===== src/rtl/seg7_pkg.sv =====
// Shared constants for the 7-segment scan driver: active-low hex glyph table,
// the all-off pattern and the two-state scan FSM encoding.
package seg7_pkg;

  // Segment order is {g,f,e,d,c,b,a}; a 0 bit lights the segment.
  localparam logic [6:0] SEG_OFF = 7'h7F;

  localparam logic [0:0] ST_BLANK = 1'b0;
  localparam logic [0:0] ST_ON    = 1'b1;

  localparam logic [6:0] HEX_SEG [16] = '{
    7'h40, 7'h79, 7'h24, 7'h30,
    7'h19, 7'h12, 7'h02, 7'h78,
    7'h00, 7'h10, 7'h08, 7'h03,
    7'h46, 7'h21, 7'h06, 7'h0E
  };

  function automatic logic [6:0] hex_seg(input logic [3:0] nibble);
    return HEX_SEG[nibble];
  endfunction

endpackage


===== src/rtl/seg7_scan_driver_hex.sv =====
// Combinational hex nibble to active-low 7-segment glyph decoder.
module hex_to_seg7
  import seg7_pkg::*;
(
  input  logic [3:0] nibble,
  output logic [6:0] seg
);

  assign seg = hex_seg(nibble);

endmodule


===== src/rtl/seg7_scan_driver.sv =====
// Multiplexed 7-segment scanner with a double-buffered frame and inter-digit blanking.
// Optional SEG7_BRIGHTNESS_EN adds a 3-bit PWM brightness input gating the anodes.
module seg7_scan_driver
  import seg7_pkg::*;
#(
  parameter int NUM_DIGITS   = 4,
  parameter int SCAN_DIV     = 100000,
  parameter int BLANK_CYCLES = 1000
) (
  input  logic                    clk,
  input  logic                    rst,
  input  logic                    load,
  input  logic [4*NUM_DIGITS-1:0] data_in,
  input  logic [NUM_DIGITS-1:0]   dp_in,
  input  logic [NUM_DIGITS-1:0]   blank_in,
`ifdef SEG7_BRIGHTNESS_EN
  input  logic [2:0]              bright,
`endif
  output logic [NUM_DIGITS-1:0]   an,
  output logic [6:0]              seg,
  output logic                    dp_n,
  output logic                    frame_done,
  output logic                    load_pending
);

  localparam int CNT_W = (SCAN_DIV > 1) ? $clog2(SCAN_DIV) : 1;
  localparam int IDX_W = (NUM_DIGITS > 1) ? $clog2(NUM_DIGITS) : 1;

  localparam logic [CNT_W-1:0] CNT_BLANK_END = CNT_W'(BLANK_CYCLES - 1);
  localparam logic [CNT_W-1:0] CNT_SLOT_END  = CNT_W'(SCAN_DIV - 1);
  localparam logic [IDX_W-1:0] IDX_LAST      = IDX_W'(NUM_DIGITS - 1);

  logic [0:0]       state_reg, state_next;
  logic [CNT_W-1:0] cnt_reg, cnt_next;
  logic [IDX_W-1:0] idx_reg, idx_next;

  logic [NUM_DIGITS-1:0][3:0] act_data_reg, sh_data_reg;
  logic [NUM_DIGITS-1:0]      act_dp_reg, sh_dp_reg;
  logic [NUM_DIGITS-1:0]      act_blank_reg, sh_blank_reg;
  logic                       load_pending_reg;

  logic [NUM_DIGITS-1:0] an_reg, an_next;
  logic [6:0]            seg_reg, seg_next;
  logic                  dp_n_reg, dp_n_next;
  logic                  frame_boundary;
  logic                  bright_ok;

  logic [6:0] digit_seg [NUM_DIGITS];

  // Last cycle of the final digit's slot: the only point where the active frame may change.
  assign frame_boundary = (state_reg == ST_ON) && (cnt_reg == CNT_SLOT_END) &&
                          (idx_reg == IDX_LAST);

  // Scan sequencing: cnt runs across the whole slot, BLANK covers its first BLANK_CYCLES.
  always_comb begin
    state_next = state_reg;
    cnt_next   = cnt_reg + 1'b1;
    idx_next   = idx_reg;
    if (state_reg == ST_BLANK) begin
      if (cnt_reg == CNT_BLANK_END) begin
        state_next = ST_ON;
      end
    end else if (cnt_reg == CNT_SLOT_END) begin
      state_next = ST_BLANK;
      cnt_next   = '0;
      idx_next   = (idx_reg == IDX_LAST) ? '0 : idx_reg + 1'b1;
    end
  end

  always_ff @(posedge clk) begin
    if (rst) begin
      state_reg <= ST_BLANK;
      cnt_reg   <= '0;
      idx_reg   <= '0;
    end else begin
      state_reg <= state_next;
      cnt_reg   <= cnt_next;
      idx_reg   <= idx_next;
    end
  end

  // Shadow/active double buffer; a load coinciding with the boundary bypasses the shadow.
  always_ff @(posedge clk) begin
    if (rst) begin
      sh_data_reg      <= '0;
      sh_dp_reg        <= '0;
      sh_blank_reg     <= '1;
      act_data_reg     <= '0;
      act_dp_reg       <= '0;
      act_blank_reg    <= '1;
      load_pending_reg <= 1'b0;
    end else if (load) begin
      sh_data_reg  <= data_in;
      sh_dp_reg    <= dp_in;
      sh_blank_reg <= blank_in;
      if (frame_boundary) begin
        act_data_reg     <= data_in;
        act_dp_reg       <= dp_in;
        act_blank_reg    <= blank_in;
        load_pending_reg <= 1'b0;
      end else begin
        load_pending_reg <= 1'b1;
      end
    end else if (frame_boundary && load_pending_reg) begin
      act_data_reg     <= sh_data_reg;
      act_dp_reg       <= sh_dp_reg;
      act_blank_reg    <= sh_blank_reg;
      load_pending_reg <= 1'b0;
    end
  end

  for (genvar gi = 0; gi < NUM_DIGITS; gi++) begin : g_dec
    hex_to_seg7 u_hex_to_seg7 (
      .nibble (act_data_reg[gi]),
      .seg    (digit_seg[gi])
    );
  end

`ifdef SEG7_BRIGHTNESS_EN
  logic [2:0] pwm_reg, pwm_next;

  assign pwm_next  = pwm_reg + 3'd1;
  // Compare against the PWM value that will be current when the anode register updates.
  assign bright_ok = (pwm_next <= bright);

  always_ff @(posedge clk) begin
    if (rst) begin
      pwm_reg <= '0;
    end else begin
      pwm_reg <= pwm_next;
    end
  end
`else
  assign bright_ok = 1'b1;
`endif

  // Outputs are computed from the next scan position so they change on the same edge as the FSM.
  always_comb begin
    an_next   = '1;
    seg_next  = SEG_OFF;
    dp_n_next = 1'b1;
    if ((state_next == ST_ON) && !act_blank_reg[idx_next]) begin
      seg_next  = digit_seg[idx_next];
      dp_n_next = ~act_dp_reg[idx_next];
      if (bright_ok) begin
        an_next[idx_next] = 1'b0;
      end
    end
  end

  always_ff @(posedge clk) begin
    if (rst) begin
      an_reg   <= '1;
      seg_reg  <= SEG_OFF;
      dp_n_reg <= 1'b1;
    end else begin
      an_reg   <= an_next;
      seg_reg  <= seg_next;
      dp_n_reg <= dp_n_next;
    end
  end

  assign an           = an_reg;
  assign seg          = seg_reg;
  assign dp_n         = dp_n_reg;
  assign frame_done   = frame_boundary;
  assign load_pending = load_pending_reg;

endmodule

===== config.mk =====
export PLATFORM = sky130hd
export DESIGN_NAME = seg7_scan_driver
export DESIGN_NICKNAME = d
export VERILOG_FILES = /design/src/rtl/seg7_pkg.sv /design/src/rtl/seg7_scan_driver_hex.sv /design/src/rtl/seg7_scan_driver.sv
export SDC_FILE = /design/constraint.sdc
export NUM_CORES = 1
export LEC_CHECK = 0
export BUFFER_PORTS_ARGS = -buffer_cell sky130_fd_sc_hd__buf_2
export CAP_MARGIN = 30
export CORE_MARGIN = 4
export CORE_UTILIZATION = 55
export CTS_CLUSTER_DIAMETER = 60
export DETAILED_ROUTE_END_ITERATION = 10
export GPL_TIMING_DRIVEN = 0
export PLACE_DENSITY = 0.75
export SETUP_SLACK_MARGIN = 0.1
export SYNTH_ARGS = -nofsm -noshare
export SYNTH_HDL_FRONTEND = slang
export SYNTH_SLANG_ARGS = --single-unit

===== constraint.sdc =====
create_clock -name clk -period 2.84 [get_ports clk]
set_input_delay 0.284 -clock clk [delete_from_list [all_inputs] [get_ports clk]]
set_output_delay 0.284 -clock clk [all_outputs]
set_load 0.005 [all_outputs]

-- Yosys cells after proc, flatten, opt, wreduce, memory -nomap -nowiden
Memory sizes are Yosys's and may differ from the RTL's.
Cells that the tools add are included.
- $add $sub $neg: 2
- reductions and logical operators: 9
- bitwise gates (word level): 8
- magnitude comparators: 7
- equality and inequality tests: 4
- mux-type cells: 37
- operators by type and width (cell ; number):
    7-bit 2-to-1 mux ; 10
    16-bit 2-to-1 mux ; 3
    17-bit 2-to-1 mux ; 2
    4-bit 2-to-1 mux ; 6
    5-bit >= comparator (second input constant) ; 4
    4-bit NOT with 5-bit output ; 4
    17-bit by 1-bit adder with 17-bit output (second input constant) ; 1
    17-bit by 10-bit == test with 1-bit output (second input constant) ; 1
    17-bit == test (second input constant) ; 1
    7-bit binary-select mux with 2-bit select ; 1
    1-bit 2-to-1 mux ; 9
    2-bit 2-to-1 mux ; 3
    1-bit logical AND ; 5
    1-bit binary-select mux with 2-bit select ; 2
    4-bit NOT ; 1
    3-bit >= comparator (second input constant) ; 1
    2-bit by 3-bit less-than comparator with 1-bit output (second input constant) ; 1
    2-bit NOT with 3-bit output ; 1
    2-bit by 1-bit adder with 2-bit output (second input constant) ; 1
    1-bit demux with 2-bit select ; 1
    2-bit == test (second input constant) ; 1
    2-bit by 1-bit >= comparator with 1-bit output (second input constant) ; 1
    2-bit by 1-bit inequality test with 1-bit output (second input constant) ; 1
    1-bit NOT ; 2
    4 further kinds ; 4
- register bits after elaboration: 81
- ROM bits: 448
- memories kept: 4
- logic and storage cells: 90
- output and inout bits: 14
- input bits: 27
- memory list (name ; depth ; bits a word ; read ports ; clocked after Yosys merged registers in ; write ports ; RTL line ; source):
    (name not given) ; 16 ; 7 ; 1 ; 0 ; 0 ; seg7_pkg.sv:19 ; return HEX_SEG[nibble];
    (name not given) ; 16 ; 7 ; 1 ; 0 ; 0 ; seg7_pkg.sv:19 ;
    (name not given) ; 16 ; 7 ; 1 ; 0 ; 0 ; seg7_pkg.sv:19 ;
    (name not given) ; 16 ; 7 ; 1 ; 0 ; 0 ; seg7_pkg.sv:19 ;

-- Logic depth before layout (Yosys ltp)
Gate-level depths: netlist (run 1).
- depth after elaboration: 10
- gate-level depth with buffers: 8
- mapped depth without buffers: 8

-- Cells and area by module
From an unflattened synthesis (run 1), not the netlist that was laid out.
- cell total of the unflattened synthesis: 464
- area, all modules: 4381.7 um2
- by module, submodules not included (module ; area each (um2) ; instances ; sequential area each (um2) ; cells each):
    seg7_scan_driver ; 3293.2 ; 1 ; 1621.6 ; 335
    hex_to_seg7 (g_dec[0].u_hex_to_seg7 ...) ; 269.0 ; 2 ; 0.0 ; 33
    hex_to_seg7 (g_dec[2].u_hex_to_seg7) ; 275.3 ; 1 ; 0.0 ; 31
    hex_to_seg7 (g_dec[3].u_hex_to_seg7) ; 275.3 ; 1 ; 0.0 ; 32

-- Least setup slack after synthesis (run 1)
Ideal clock, no wire load.
- path kind: register to register
- start point: register cnt_reg[11]
- end point: register act_data_reg[0] (netlist name)
- setup time: 0.128 ns
- clock period less this slack: 2.382 ns
- stages on the path, launching flop included: 8
- slack: 0.458 ns
- path buffers: 2
- data required time: 2.712 ns
- data arrival time: 2.254 ns
- path through: dfxtp_1 or4_4 or4_4 or4_1 buf_2 buf_6 a21oi_1 nor2_1
- word-level cells in the longest chain between the ends: 6
- elaborated cells between the ends (all ways): 7
- classes of those cells: 2 x eq/ne; 5 x reduce/logical
- ends and longest elaborated chain (element ; RTL line ; source):
    start, declared ; seg7_scan_driver.sv:34 ; logic [CNT_W-1:0] cnt_reg, cnt_next;
    start signal, assigned ; seg7_scan_driver.sv:77 ; cnt_reg <= cnt_next;
    17-bit == test * ; seg7_scan_driver.sv:51 ; assign frame_boundary = (state_reg == ST_ON) && (cnt_reg == CNT_SLOT_END) &&
    1-bit logical AND * (2 in series) ; seg7_scan_driver.sv:51 ;
    1-bit logical AND ; seg7_scan_driver.sv:104 ; end else if (frame_boundary && load_pending_reg) begin
    2-bit nonzero test (no line) ; - ;
    2-bit AND reduction (no line) * ; - ;
    end signal, assigned ; seg7_scan_driver.sv:97 ; act_data_reg <= data_in;
    end signal, assigned ; seg7_scan_driver.sv:105 ; act_data_reg <= sh_data_reg;
    end, declared ; seg7_scan_driver.sv:37 ; logic [NUM_DIGITS-1:0][3:0] act_data_reg, sh_data_reg;
Mark *: on every way between the ends. The rest lies on a longest branch, timed or not.
A chain may end at the register's enable or synchronous reset.

-- Final worst setup path (run 1)
- start point: register cnt_reg[13]
- end point: register act_data_reg[13] (netlist name)
The elaborated chain is that of the path after synthesis.

==> PnR_summary.wiki, run 1 <==
{| class="wikitable"
! Metric !! Value
|-
| Outcome || complete, no violations
|-
| Maximum VDD drop || between 0.0003 and 0.0004 V
|-
| Commonest cells in the synthesized netlist || 98 x nor2_1, 81 x dfxtp_1, 49 x a21oi_1, 38 x nand2_1, 28 x mux2i_1
|-
| Antenna Diode Count || 0
|-
| Cell area after layout || about 5000 sq um
|-
| Weighted congestion at the end of routability-driven global placement || roughly 0.93
|-
| Initial antenna violation count || 0
|-
| Standard cell core area || 7408 sq um
|-
| Max H-tree Level || 3
|-
| I/O pin count || 41
|-
| Share of the yosys chip area belonging to registers || 0.3773
|-
| Top cells by area, synth || dfxtp_1 38%, nor2_1 8.6%, ha_1 7.6%
|-
| WL/cell || 15.21 um
|-
| Power Total || 2.168 mW
|-
| Sequential power share || 0.539
|-
| Post-layout nets || 624
|-
| Ratio of cells with drive above 1 in the final layout || 0.1285
|-
| Post-synth top area cell || dfxtp_1
|-
| Library cells used by synthesis || 51
|-
| Dominant cell by count in the synthesized netlist || nor2_1
|-
| First-pass GRT wire length || 16.75 mm
|-
| Detail-routed via count per cell || 5.747
|-
| Master cell of the clock root buffer || clkbuf_8
|-
| Total CTS buffers || 9
|-
| Syn Area/Cell || 8.249 sq um
|-
| Share of synthesized flip-flops with an asynchronous set or reset || 0
|-
| Horizontal extent of the die || 96.40 um
|-
| Number of buffers inserted by port buffering || 38
|-
| Placed instance count || about 660
|-
| Synthesized instance count || approximately 520
|-
| Final critical-path required period || between 2 and 3 ns
|-
| Design internal power || ~1.7 mW
|-
| Achievable Freq || 380.0 MHz
|-
| Number of fill cells in the layout || between 600 and 700
|-
| Arr. time, crit path || 2.85 ns
|-
| TritonCTS clock tree || done
|-
| Total global-route track usage || 0.2318
|-
| Max FFs per register || 17
|-
| Total power density per cell area || 445.2 nW/um^2
|-
| Worst skew pair latency || 0.35 ns
|-
| Final Hold Violating Endpoints || 0
|-
| Vertical extent of the die || 96.40 um
|-
| Max-capacitance violation count || 0
|-
| CP Launch Type || register
|-
| Area Growth Syn to Fin || 13.33%
|-
| Least-Margin Pin Slew || 0.7695 ns
|-
| Post-synthesis instance area || 4298 sq um
|-
| Number of rows created at floorplan || 31
|-
| Number of sinks handled by clock tree synthesis || 81
|-
| Highest fanout seen on the critical path || 10
|-
| Congestion Overflow GR || 0
|-
| Maximum number of pins on one net before global-route repair || 15
|-
| CTS clk-pin slew, worst paths || 0.08 ns
|-
| Yosys warning total || 0
|-
| Detailed Route Iter0 Violations || 156
|-
| Starting density of the core || 0.5801
|-
| Post-Place Cell Area || about 4600 sq um
|-
| Static leakage || 1.874 nW
|-
| Clk buf depth || 2
|-
| P_sw || between 0.5 and 0.6 mW
|-
| Die Area || 9293 sq um
|-
| Post-Synthesis Net Count || 574
|-
| Setup TNS Final || 0 ns
|-
| Category of the worst setup path capture point || register
|-
| Clock network fraction of design power || 0.415
|-
| Remaining number of nets flagged by the antenna check after routing || 0
|-
| Area fraction of the dominant cell type after synthesis || 0.3773
|-
| RSZ-0062 raised after global routing || no
|-
| Slew headroom || 0.4870
|-
| Via count of the first global-routing pass || 3567
|-
| Sw frac || 0.2341
|-
| Via Count || roughly 3.9k
|-
| Number of non-filler instances in the completed layout || 675
|-
| Setup-violating endpoint count in the final report || 0
|-
| Number of iterations in the first detailed-routing pass || 5
|-
| Number of enable-type register cells in the synthesized netlist || 0
|-
| Total count of max-transition violations in the final report || 0
|-
| #FFs+latches synth || 81
|-
| Part of the cycle the worst path needs || 0.9267
|-
| Commonest register cell after synthesis || dfxtp_1
|-
| DRC viols || 0
|-
| DP HPWL || 7.611 mm
|-
| Crit Path Class || register to register
|-
| Routed Wire Length || 10.27 mm
|-
| Data required time at the worst endpoint || 3.06 ns
|-
| Class of the tightest hold or removal check || input pin to register
|-
| Combinational fraction of design power || 0.046
|-
| Worst-case clock skew || 0.005886 ns
|}
metrics by stage:
step | setup slack (ns) | hold slack [ns] | util
3_3_place_gp | 0.2468 | 0.4429 | 0.6225
5_1_grt | 0.09218 | 0.1665 | 0.6575
4_1_cts | 0.2048 | 0.1690 | 0.6514
6_report | 0.2083 | 0.1814 | 0.6575
2_1_floorplan | 0.4584 | 0.4297 | -
3_5_place_dp | 0.2265 | 0.4630 | 0.6225
final timing paths:
| path | start | end | slack (ns) | cells past startpoint |
|---|---|---|---|---|
| hold / removal | blank_in[1] | sh_blank_reg[1] | 0.18 | 3 |
| hold reg to reg | cnt_reg[0] | cnt_reg[0] | 0.48 | 1 |
| setup reg to reg | cnt_reg[13] | act_data_reg[13] | 0.21 | 7 |
| setup / recovery | cnt_reg[13] | act_data_reg[13] | 0.21 | 7 |
cell families after synthesis:
group,synth area share
AND/OR/NAND/NOR,0.2285
AO/OA/AOI/OAI,0.1590
flip-flops,0.3773
buffers and inverters,0.04891
multiplexers,0.08617
adder cells (fa/ha/maj),0.07569
XOR/XNOR,0.02445
critical path: stages, from the launching register on:
cell and delay (ns):
dfxtp_1 0.34, or4_4 0.59, or4_4 0.56, or4_4 0.46, buf_4 0.20, buf_6 0.15
a21oi_1 0.15, nor2_1 0.06
final cells by class:
| type | instances | area, sq um | share of cell area |
|---|---|---|---|
| inverters | 23 | 86.33 | 0.01772 |
| flip-flops and latches | 81 | 1622 | 0.3329 |
| plain buffers | 28 | 126.4 | 0.02594 |
| clock buffers | 11 | 151.4 | 0.03108 |
| clock inverters | 5 | 62.56 | 0.01284 |
| well taps | 99 | 123.9 | 0.02543 |
| repair buffers | 39 | 210.2 | 0.04315 |
| multi-input cells | 389 | 2489 | 0.5109 |
timing repair:
action                                  CTS  global route
setup buffers                             0             1
gates resized for setup                   0             7
hold buffers                              0             0
endpoints found under the setup margin    0            33
power groups by stage:
stage	sequential (mW)	clock, mW	combinational, mW
finish	1.17	0.900	0.0992
global route	1.17	0.974	0.112
CTS	1.17	0.911	0.100
detailed placement	1.20	0	0.0998
global placement	1.19	0	0.0954
floorplan	1.19	0	0.0636
metal layers:
layer	track usage	vias to the layer above	routed length, um
met5	0	-	0
met4	0.07009	0	127
met3	0.03796	13	473
met2	0.3893	105	5003
met1	0.3060	1851	4662
li1	-	1910	-
cells in the final DEF, fill, tap and decap left out, types with 5 or more instances in the layout:
master and instances:
ha_1 25, nor2_1 98, a22oi_1 6, clkbuf_1 23, nand4_1 9, nand2_1 38, mux2i_1 28, dfxtp_1 81
xor2_1 8, inv_1 23, o21ai_0 21, a211o_1 6, buf_2 40, nor2b_1 5, a211oi_1 5, nor3_1 6
clkbuf_8 11, a21oi_1 49, nand3_1 15, nand2b_1 10
Power figures use the tool's default switching activity.
==> inputs of run 2 (changes only) <==
CORE_UTILIZATION = 50   (was 55)
PLACE_DENSITY = 0.69   (was 0.75)
==> PnR_summary.wiki, run 2 (synthesis results as in run 1) <==
{| class="wikitable"
! Metric !! Value
|-
| Outcome || complete, no violations (unchanged)
|-
| WL/cell || 14.59 um (was 15.21 um)
|-
| Leading cell types in the layout, fill and taps excluded || 98 x nor2_1, 81 x dfxtp_1, 49 x a21oi_1, 40 x buf_2, 38 x nand2_1 (unchanged)
|-
| Weighted congestion at the end of routability-driven global placement || 0.9125 (was 0.9325)
|-
| Congestion Overflow GR || 0 (unchanged)
|-
| Detailed Route Iter0 Violations || 189 (was 156)
|-
| Least-Margin Pin Slew || 0.7737 ns (was 0.7695 ns)
|-
| Final critical-path required period || 2.618 ns (was 2.632 ns)
|-
| Routed Wire Length || 9.952 mm (was 10.27 mm)
|-
| Final worst hold slack || 0.1687 ns (was 0.1814 ns)
|-
| Number of iterations in the first detailed-routing pass || 5 (unchanged)
|-
| Standard cell core area || 8299 sq um (was 7408 sq um)
|-
| P_sw || 0.5067 mW (was 0.5076 mW)
|-
| Setup TNS Final || 0 ns (unchanged)
|-
| RSZ-0062 raised after global routing || no (unchanged)
|-
| Total global-route track usage || 0.2056 (was 0.2318)
|-
| Total CTS buffers || 9 (unchanged)
|-
| Via count of the first global-routing pass || 3514 (was 3567)
|-
| CTS clk-pin slew, worst paths || 0.09 ns (was 0.08 ns)
|-
| Data required time at the worst endpoint || 3.08 ns (was 3.06 ns)
|-
| Clock network fraction of design power || 0.402 (was 0.415)
|-
| Number of fill cells in the layout || 749 (was 676)
|-
| Clk buf depth || 2 (unchanged)
|-
| Vertical extent of the die || 100.7 um (was 96.40 um)
|-
| Master cell of the clock root buffer || clkbuf_8 (unchanged)
|-
| Power Total || 2.117 mW (was 2.168 mW)
|-
| Worst-case clock skew || 0.008707 ns (was 0.005886 ns)
|-
| Max-capacitance violation count || 0 (unchanged)
|-
| Initial antenna violation count || 0 (unchanged)
|-
| Horizontal extent of the die || 100.7 um (was 96.40 um)
|-
| Max FFs per register || 17 (unchanged)
|-
| Worst setup slack after layout || 0.2215 ns (was 0.2083 ns)
|-
| Cell repeated most along the worst path || or4_4 (unchanged)
|-
| Part of the cycle the worst path needs || 0.9220 (was 0.9267)
|-
| Combinational fraction of design power || 0.046 (about the same)
|-
| Maximum VDD drop || 0.0003231 V (was 0.0003811 V)
|-
| Remaining number of nets flagged by the antenna check after routing || 0 (unchanged)
|-
| Category of the worst setup path capture point || register (unchanged)
|-
| Final Hold Violating Endpoints || 0 (unchanged)
|-
| Arr. time, crit path || 2.86 ns (was 2.85 ns)
|-
| CP Launch Type || register (unchanged)
|-
| Ratio of cells with drive above 1 in the final layout || 0.1282 (was 0.1285)
|-
| Maximum number of pins on one net before global-route repair || 15 (unchanged)
|-
| Total power density per cell area || 435.5 nW/um^2 (was 445.2 nW/um^2)
|-
| TritonCTS clock tree || done (unchanged)
|-
| Die Area || 10140 sq um (was 9293 sq um)
|-
| Minimum setup slack after placement || 0.2371 ns (was 0.2265 ns)
|-
| Number of buffers inserted by port buffering || 38 (unchanged)
|-
| Achievable Freq || 381.9 MHz (was 380.0 MHz)
|-
| Number of sinks handled by clock tree synthesis || 81 (unchanged)
|-
| DRC viols || 0 (unchanged)
|-
| Most common cell after layout, fill and taps aside || nor2_1 (unchanged)
|-
| Critical path's largest stage delay || 0.58 ns (was 0.59 ns)
|-
| Number of rows created at floorplan || 33 (was 31)
|-
| Final Util || 0.5859 (was 0.6575)
|-
| Reg2Reg Setup Slack || 0.22 ns (was 0.21 ns)
|-
| Setup-violating endpoint count in the final report || 0 (unchanged)
|-
| First-pass GRT wire length || 16.61 mm (was 16.75 mm)
|-
| Antenna Diode Count || 0 (unchanged)
|-
| Critical path cell sequence || or4_4 -> or4_4 -> or4_4 -> buf_4 -> buf_6 -> a21oi_1 -> nor2_1 (unchanged)
|-
| Highest fanout seen on the critical path || 10 (unchanged)
|-
| Class of the tightest hold or removal check || input pin to register (unchanged)
|-
| Via Count || 3770 (was 3879)
|-
| Static leakage || 1.866 nW (was 1.874 nW)
|-
| Design internal power || 1.611 mW (was 1.661 mW)
|-
| Sw frac || 0.2393 (was 0.2341)
|-
| Area Growth Syn to Fin || 13.13% (was 13.33%)
|-
| Detail-routed via count per cell || 5.528 (was 5.747)
|-
| I/O pin count || 41 (unchanged)
|-
| Worst skew pair latency || 0.36 ns (was 0.35 ns)
|-
| Total count of max-transition violations in the final report || 0 (unchanged)
|-
| Starting density of the core || 0.5179 (was 0.5801)
|-
| Sequential power share || 0.552 (was 0.539)
|-
| DP HPWL || 7.485 mm (was 7.611 mm)
|-
| Max H-tree Level || 3 (unchanged)
|-
| Post-layout nets || 625 (was 624)
|-
| Crit Path Class || register to register (unchanged)
|-
| Slowest stage cell, crit path || or4_4 (unchanged)
|-
| Slew headroom || 0.4842 (was 0.4870)
|}
## run 2: what timing repair did
action	CTS	global route
hold buffers	0	0
setup endpoints to repair	0	37
gates resized for setup	0	7
setup buffers	0	2
endpoints found under the hold margin	0	0
## run 2: stage by stage
step,cell area (sq um),std cells
3_5_place_dp,4619,664
2_1_floorplan,4298,521
4_1_cts,4815,680
3_3_place_gp,4619,664
5_1_grt,4862,682
6_report,4862,682
## run 2: cell type report
type,instances,area (sq um),share of cell area
multi-input cells,389,2496,0.5134
flip-flops and latches,81,1622,0.3335
repair buffers,40,205.2,0.04220
well taps,105,131.4,0.02702
clock buffers,10,127.6,0.02625
plain buffers,28,126.4,0.02599
inverters,23,86.33,0.01776
clock inverters,6,67.56,0.01390
## run 2: worst paths after layout
check / startpoint / end / cells past startpoint
min: blank_in[1] / sh_blank_reg[1] / 3
max: cnt_reg[11] / act_data_reg[0] / 7
max reg2reg: cnt_reg[11] / act_data_reg[0] / 7
min reg2reg: cnt_reg[0] / cnt_reg[0] / 1
## run 2: layer usage
layer / GRT usage / vias up / share of wire
li1: - / 1909 / -
met1: 0.2812 / 1761 / 0.46
met2: 0.3109 / 85 / 0.46
met3: 0.04637 / 15 / 0.057
met4: 0.08808 / 0 / 0.023
met5: 0 / - / 0
## run 2: power groups by stage
stage	sequential, mW	combinational [mW]	clock, mW
CTS	1.17	0.0989	0.868
global placement	1.19	0.0962	0
floorplan	1.19	0.0636	0
finish	1.17	0.0977	0.851
global route	1.17	0.112	0.913
detailed placement	1.20	0.0985	0
## run 2: critical path, delay by kind of cell (launching register included)
family                 cells  cell delay [ns]
buffers and inverters      2             0.35
AND/OR/NAND/NOR            4             1.64
flip-flops                 1             0.35
AO/OA/AOI/OAI              1             0.15
==> inputs of run 3 (changes only) <==
PLACE_DENSITY = not set   (was 0.69)
PLACE_DENSITY_LB_ADDON = 0.25   (was not set)
SYNTH_HIERARCHICAL = 1   (was not set)
==> PnR_summary.wiki, run 3 <==
{| class="wikitable"
! Metric !! Value
|-
| Power Total || 2.088 mW (was 2.117 mW)
|-
| Antenna Diode Count || 0 (unchanged)
|-
| Weighted congestion at the end of routability-driven global placement || 0.8472 (was 0.9125)
|-
| Syn Area/Cell || 9.443 sq um (was 8.249 sq um)
|-
| Worst-case clock skew || 0.01739 ns (was 0.008707 ns)
|-
| Part of the cycle the worst path needs || 0.8417 (was 0.9220)
|-
| Die Area || 10330 sq um (was 10140 sq um)
|-
| Final worst hold slack || 0.1774 ns (was 0.1687 ns)
|-
| Master cell of the clock root buffer || clkbuf_8 (unchanged)
|-
| Final critical-path required period || 2.391 ns (was 2.618 ns)
|-
| Vertical extent of the die || 101.6 um (was 100.7 um)
|-
| Achievable Freq || 418.3 MHz (was 381.9 MHz)
|-
| Static leakage || 1.857 nW (was 1.866 nW)
|-
| Least-Margin Pin Slew || 0.8470 ns (was 0.7737 ns)
|-
| Multiplexer fraction of the synthesized cell area || 0.1356 (was 0.08617)
|-
| Area Growth Syn to Fin || 11.76% (was 13.13%)
|-
| Detailed Route Iter0 Violations || 153 (was 189)
|-
| Area fraction of the dominant cell type after synthesis || 0.3701 (was 0.3773)
|-
| Largest family of logic cells by synthesized area || simple AND/OR/NAND/NOR gates (unchanged)
|-
| Via count of the first global-routing pass || 3377 (was 3514)
|-
| Share of the yosys chip area belonging to registers || 0.3701 (was 0.3773)
|-
| Starting density of the core || 0.5228 (was 0.5179)
|-
| Max FFs per register || 17 (unchanged)
|-
| Final Util || 0.5843 (was 0.5859)
|-
| Max-capacitance violation count || 0 (unchanged)
|-
| Synthesized instance count || 464 (was 521)
|-
| Total power density per cell area || 426.4 nW/um^2 (was 435.5 nW/um^2)
|-
| Outcome || complete, no violations (unchanged)
|-
| Clk buf depth || 2 (unchanged)
|-
| Detail-routed via count per cell || 5.482 (was 5.528)
|-
| Placed instance count || 607 (was 664)
|-
| Number of enable-type register cells in the synthesized netlist || 0 (unchanged)
|-
| Arr. time, crit path || 2.65 ns (was 2.86 ns)
|-
| Number of sinks handled by clock tree synthesis || 81 (unchanged)
|-
| Simple-gate area share of the yosys netlist || 0.1673 (was 0.2285)
|-
| Library cells used by synthesis || 54 (was 51)
|-
| Setup TNS Final || 0 ns (unchanged)
|-
| Synth Area in Adders || 0.08567 (was 0.07569)
|-
| Number of buffers inserted by hold repair at cts || 0 (unchanged)
|-
| Leading cell types in the layout, fill and taps excluded || 86 x nor2_1, 81 x dfxtp_1, 44 x buf_2, 44 x mux2i_1, 34 x a211oi_1 (was 98 x nor2_1, 81 x dfxtp_1, 49 x a21oi_1, 40 x buf_2, 38 x nand2_1)
|-
| Remaining number of nets flagged by the antenna check after routing || 0 (unchanged)
|-
| Commonest register cell after synthesis || dfxtp_1 (unchanged)
|-
| Worst skew pair latency || 0.36 ns (about the same)
|-
| Data required time at the worst endpoint || 3.10 ns (was 3.08 ns)
|-
| Area fraction in compound gates after synthesis || 0.1645 (was 0.1590)
|-
| #FFs+latches synth || 81 (unchanged)
|-
| I/O pin count || 41 (unchanged)
|-
| TritonCTS clock tree || done (unchanged)
|-
| Post-Synthesis Net Count || 521 (was 574)
|-
| Number of rows created at floorplan || 33 (unchanged)
|-
| Category of the worst setup path capture point || register (unchanged)
|-
| Top cells by area, synth || dfxtp_1 37%, mux2i_1 10%, ha_1 8.6% (was dfxtp_1 38%, nor2_1 8.6%, ha_1 7.6%)
|-
| WL/cell || 14.89 um (was 14.59 um)
|-
| DRC viols || 0 (unchanged)
|-
| Total global-route track usage || 0.1925 (was 0.2056)
|-
| DP HPWL || 7.206 mm (was 7.485 mm)
|-
| Number of fill cells in the layout || 787 (was 749)
|-
| Crit Path Class || register to register (unchanged)
|-
| Minimum setup slack after placement || 0.4671 ns (was 0.2371 ns)
|-
| RSZ-0062 raised after global routing || no (unchanged)
|-
| Number of buffers inserted by port buffering || 38 (unchanged)
|-
| Share of synthesized flip-flops with an asynchronous set or reset || 0 (unchanged)
|-
| Dominant cell by count in the synthesized netlist || nor2_1 (unchanged)
|-
| Post-Place Cell Area || 4703 sq um (was 4619 sq um)
|-
| Number of setup buffers added after CTS || 0 (unchanged)
|-
| Number of non-filler instances in the completed layout || 623 (was 682)
|-
| Yosys warning total || 6 (was 0)
|-
| Via Count || 3415 (was 3770)
|-
| Ratio of cells with drive above 1 in the final layout || 0.1602 (was 0.1282)
|-
| Post-synthesis instance area || 4382 sq um (was 4298 sq um)
|-
| Congestion Overflow GR || 0 (unchanged)
|-
| Initial antenna violation count || 0 (unchanged)
|-
| Total count of max-transition violations in the final report || 0 (unchanged)
|-
| Standard cell core area || 8382 sq um (was 8299 sq um)
|-
| Number of resized instances in the post-cts repair step || 0 (unchanged)
|-
| First-pass GRT wire length || 15.95 mm (was 16.61 mm)
|-
| Highest fanout seen on the critical path || 10 (unchanged)
|-
| Slew headroom || 0.4192 (was 0.4842)
|-
| Post-layout nets || 570 (was 625)
|-
| Maximum VDD drop || 0.0003511 V (was 0.0003231 V)
|-
| Cell area after layout || 4897 sq um (was 4862 sq um)
|-
| CP Launch Type || register (unchanged)
|-
| Synth Area in XOR/XNOR || 0.02798 (was 0.02445)
|-
| Post-synth top area cell || dfxtp_1 (unchanged)
|-
| Routed Wire Length || 9.275 mm (was 9.952 mm)
|-
| Final Hold Violating Endpoints || 0 (unchanged)
|-
| Most common cell after layout, fill and taps aside || nor2_1 (unchanged)
|-
| Max H-tree Level || 3 (unchanged)
|-
| CTS clk-pin slew, worst paths || 0.08 ns (was 0.09 ns)
|-
| Total CTS buffers || 9 (unchanged)
|-
| Maximum number of pins on one net before global-route repair || 17 (was 15)
|-
| Horizontal extent of the die || 101.6 um (was 100.7 um)
|-
| Class of the tightest hold or removal check || input pin to register (unchanged)
|-
| Worst setup slack after layout || 0.4495 ns (was 0.2215 ns)
|-
| Commonest cells in the synthesized netlist || 86 x nor2_1, 81 x dfxtp_1, 44 x mux2i_1, 34 x a211oi_1, 30 x ha_1 (was 98 x nor2_1, 81 x dfxtp_1, 49 x a21oi_1, 38 x nand2_1, 28 x mux2i_1)
|-
| Number of iterations in the first detailed-routing pass || 4 (was 5)
|-
| Setup-violating endpoint count in the final report || 0 (unchanged)
|}
-- run 3: cell types whose count changed after synthesis, sizes merged, moves of 10 or more --
cell,previous run,this run
a211oi,5,34
a21oi,49,8
o21ai,23,12
o21a,3,15
nor2,98,88
mux2i,28,44
nand2,38,10
-- run 3: worst max-delay path, stage by stage, from the launching register on --
cell and delay (ns):
dfxtp_1 0.38, nor4_4 0.37, nand4_2 0.19, nor2_1 0.24, mux2i_1 0.75, a211oi_1 0.12
o211ai_1 0.25
-- run 3: logic make-up after synthesis --
kind of cell / count (synthesis)
AND/OR/NAND/NOR: 145
AO/OA/AOI/OAI: 97
flip-flops: 81
multiplexers: 53
buffers and inverters: 44
adder cells (fa/ha/maj): 30
XOR/XNOR: 14
-- run 3: final timing paths --
path,start,endpoint,slack (ns),cells past startpoint
hold / removal,blank_in[3],sh_blank_reg[3],0.18,3
setup / recovery,cnt_reg[11],seg[6],0.45,6
setup reg to reg,cnt_reg[11],seg[6],0.45,6
hold reg to reg,cnt_reg[0],cnt_reg[0],0.48,1
-- run 3: routing by layer --
layer,track usage,share of wire
met1,0.2467,0.47
met2,0.3169,0.47
met3,0.04270,0.042
met4,0.07260,0.020
met5,0,0
-- run 3: cell type report --
type	instances	area, sq um	share of cell area
multi-input cells	339	2546	0.5199
flip-flops and latches	81	1622	0.3311
repair buffers	38	190.2	0.03883
plain buffers	28	153.9	0.03143
clock buffers	10	137.6	0.02810
well taps	105	131.4	0.02683
inverters	16	60.06	0.01226
clock inverters	6	56.30	0.01150
-- run 3: power breakdown --
group | switching [mW] | internal [mW] | total [mW]
Sequential | 0.00975 | 1.16 | 1.17
Clock | 0.458 | 0.361 | 0.819
Combinational | 0.0577 | 0.0419 | 0.0996
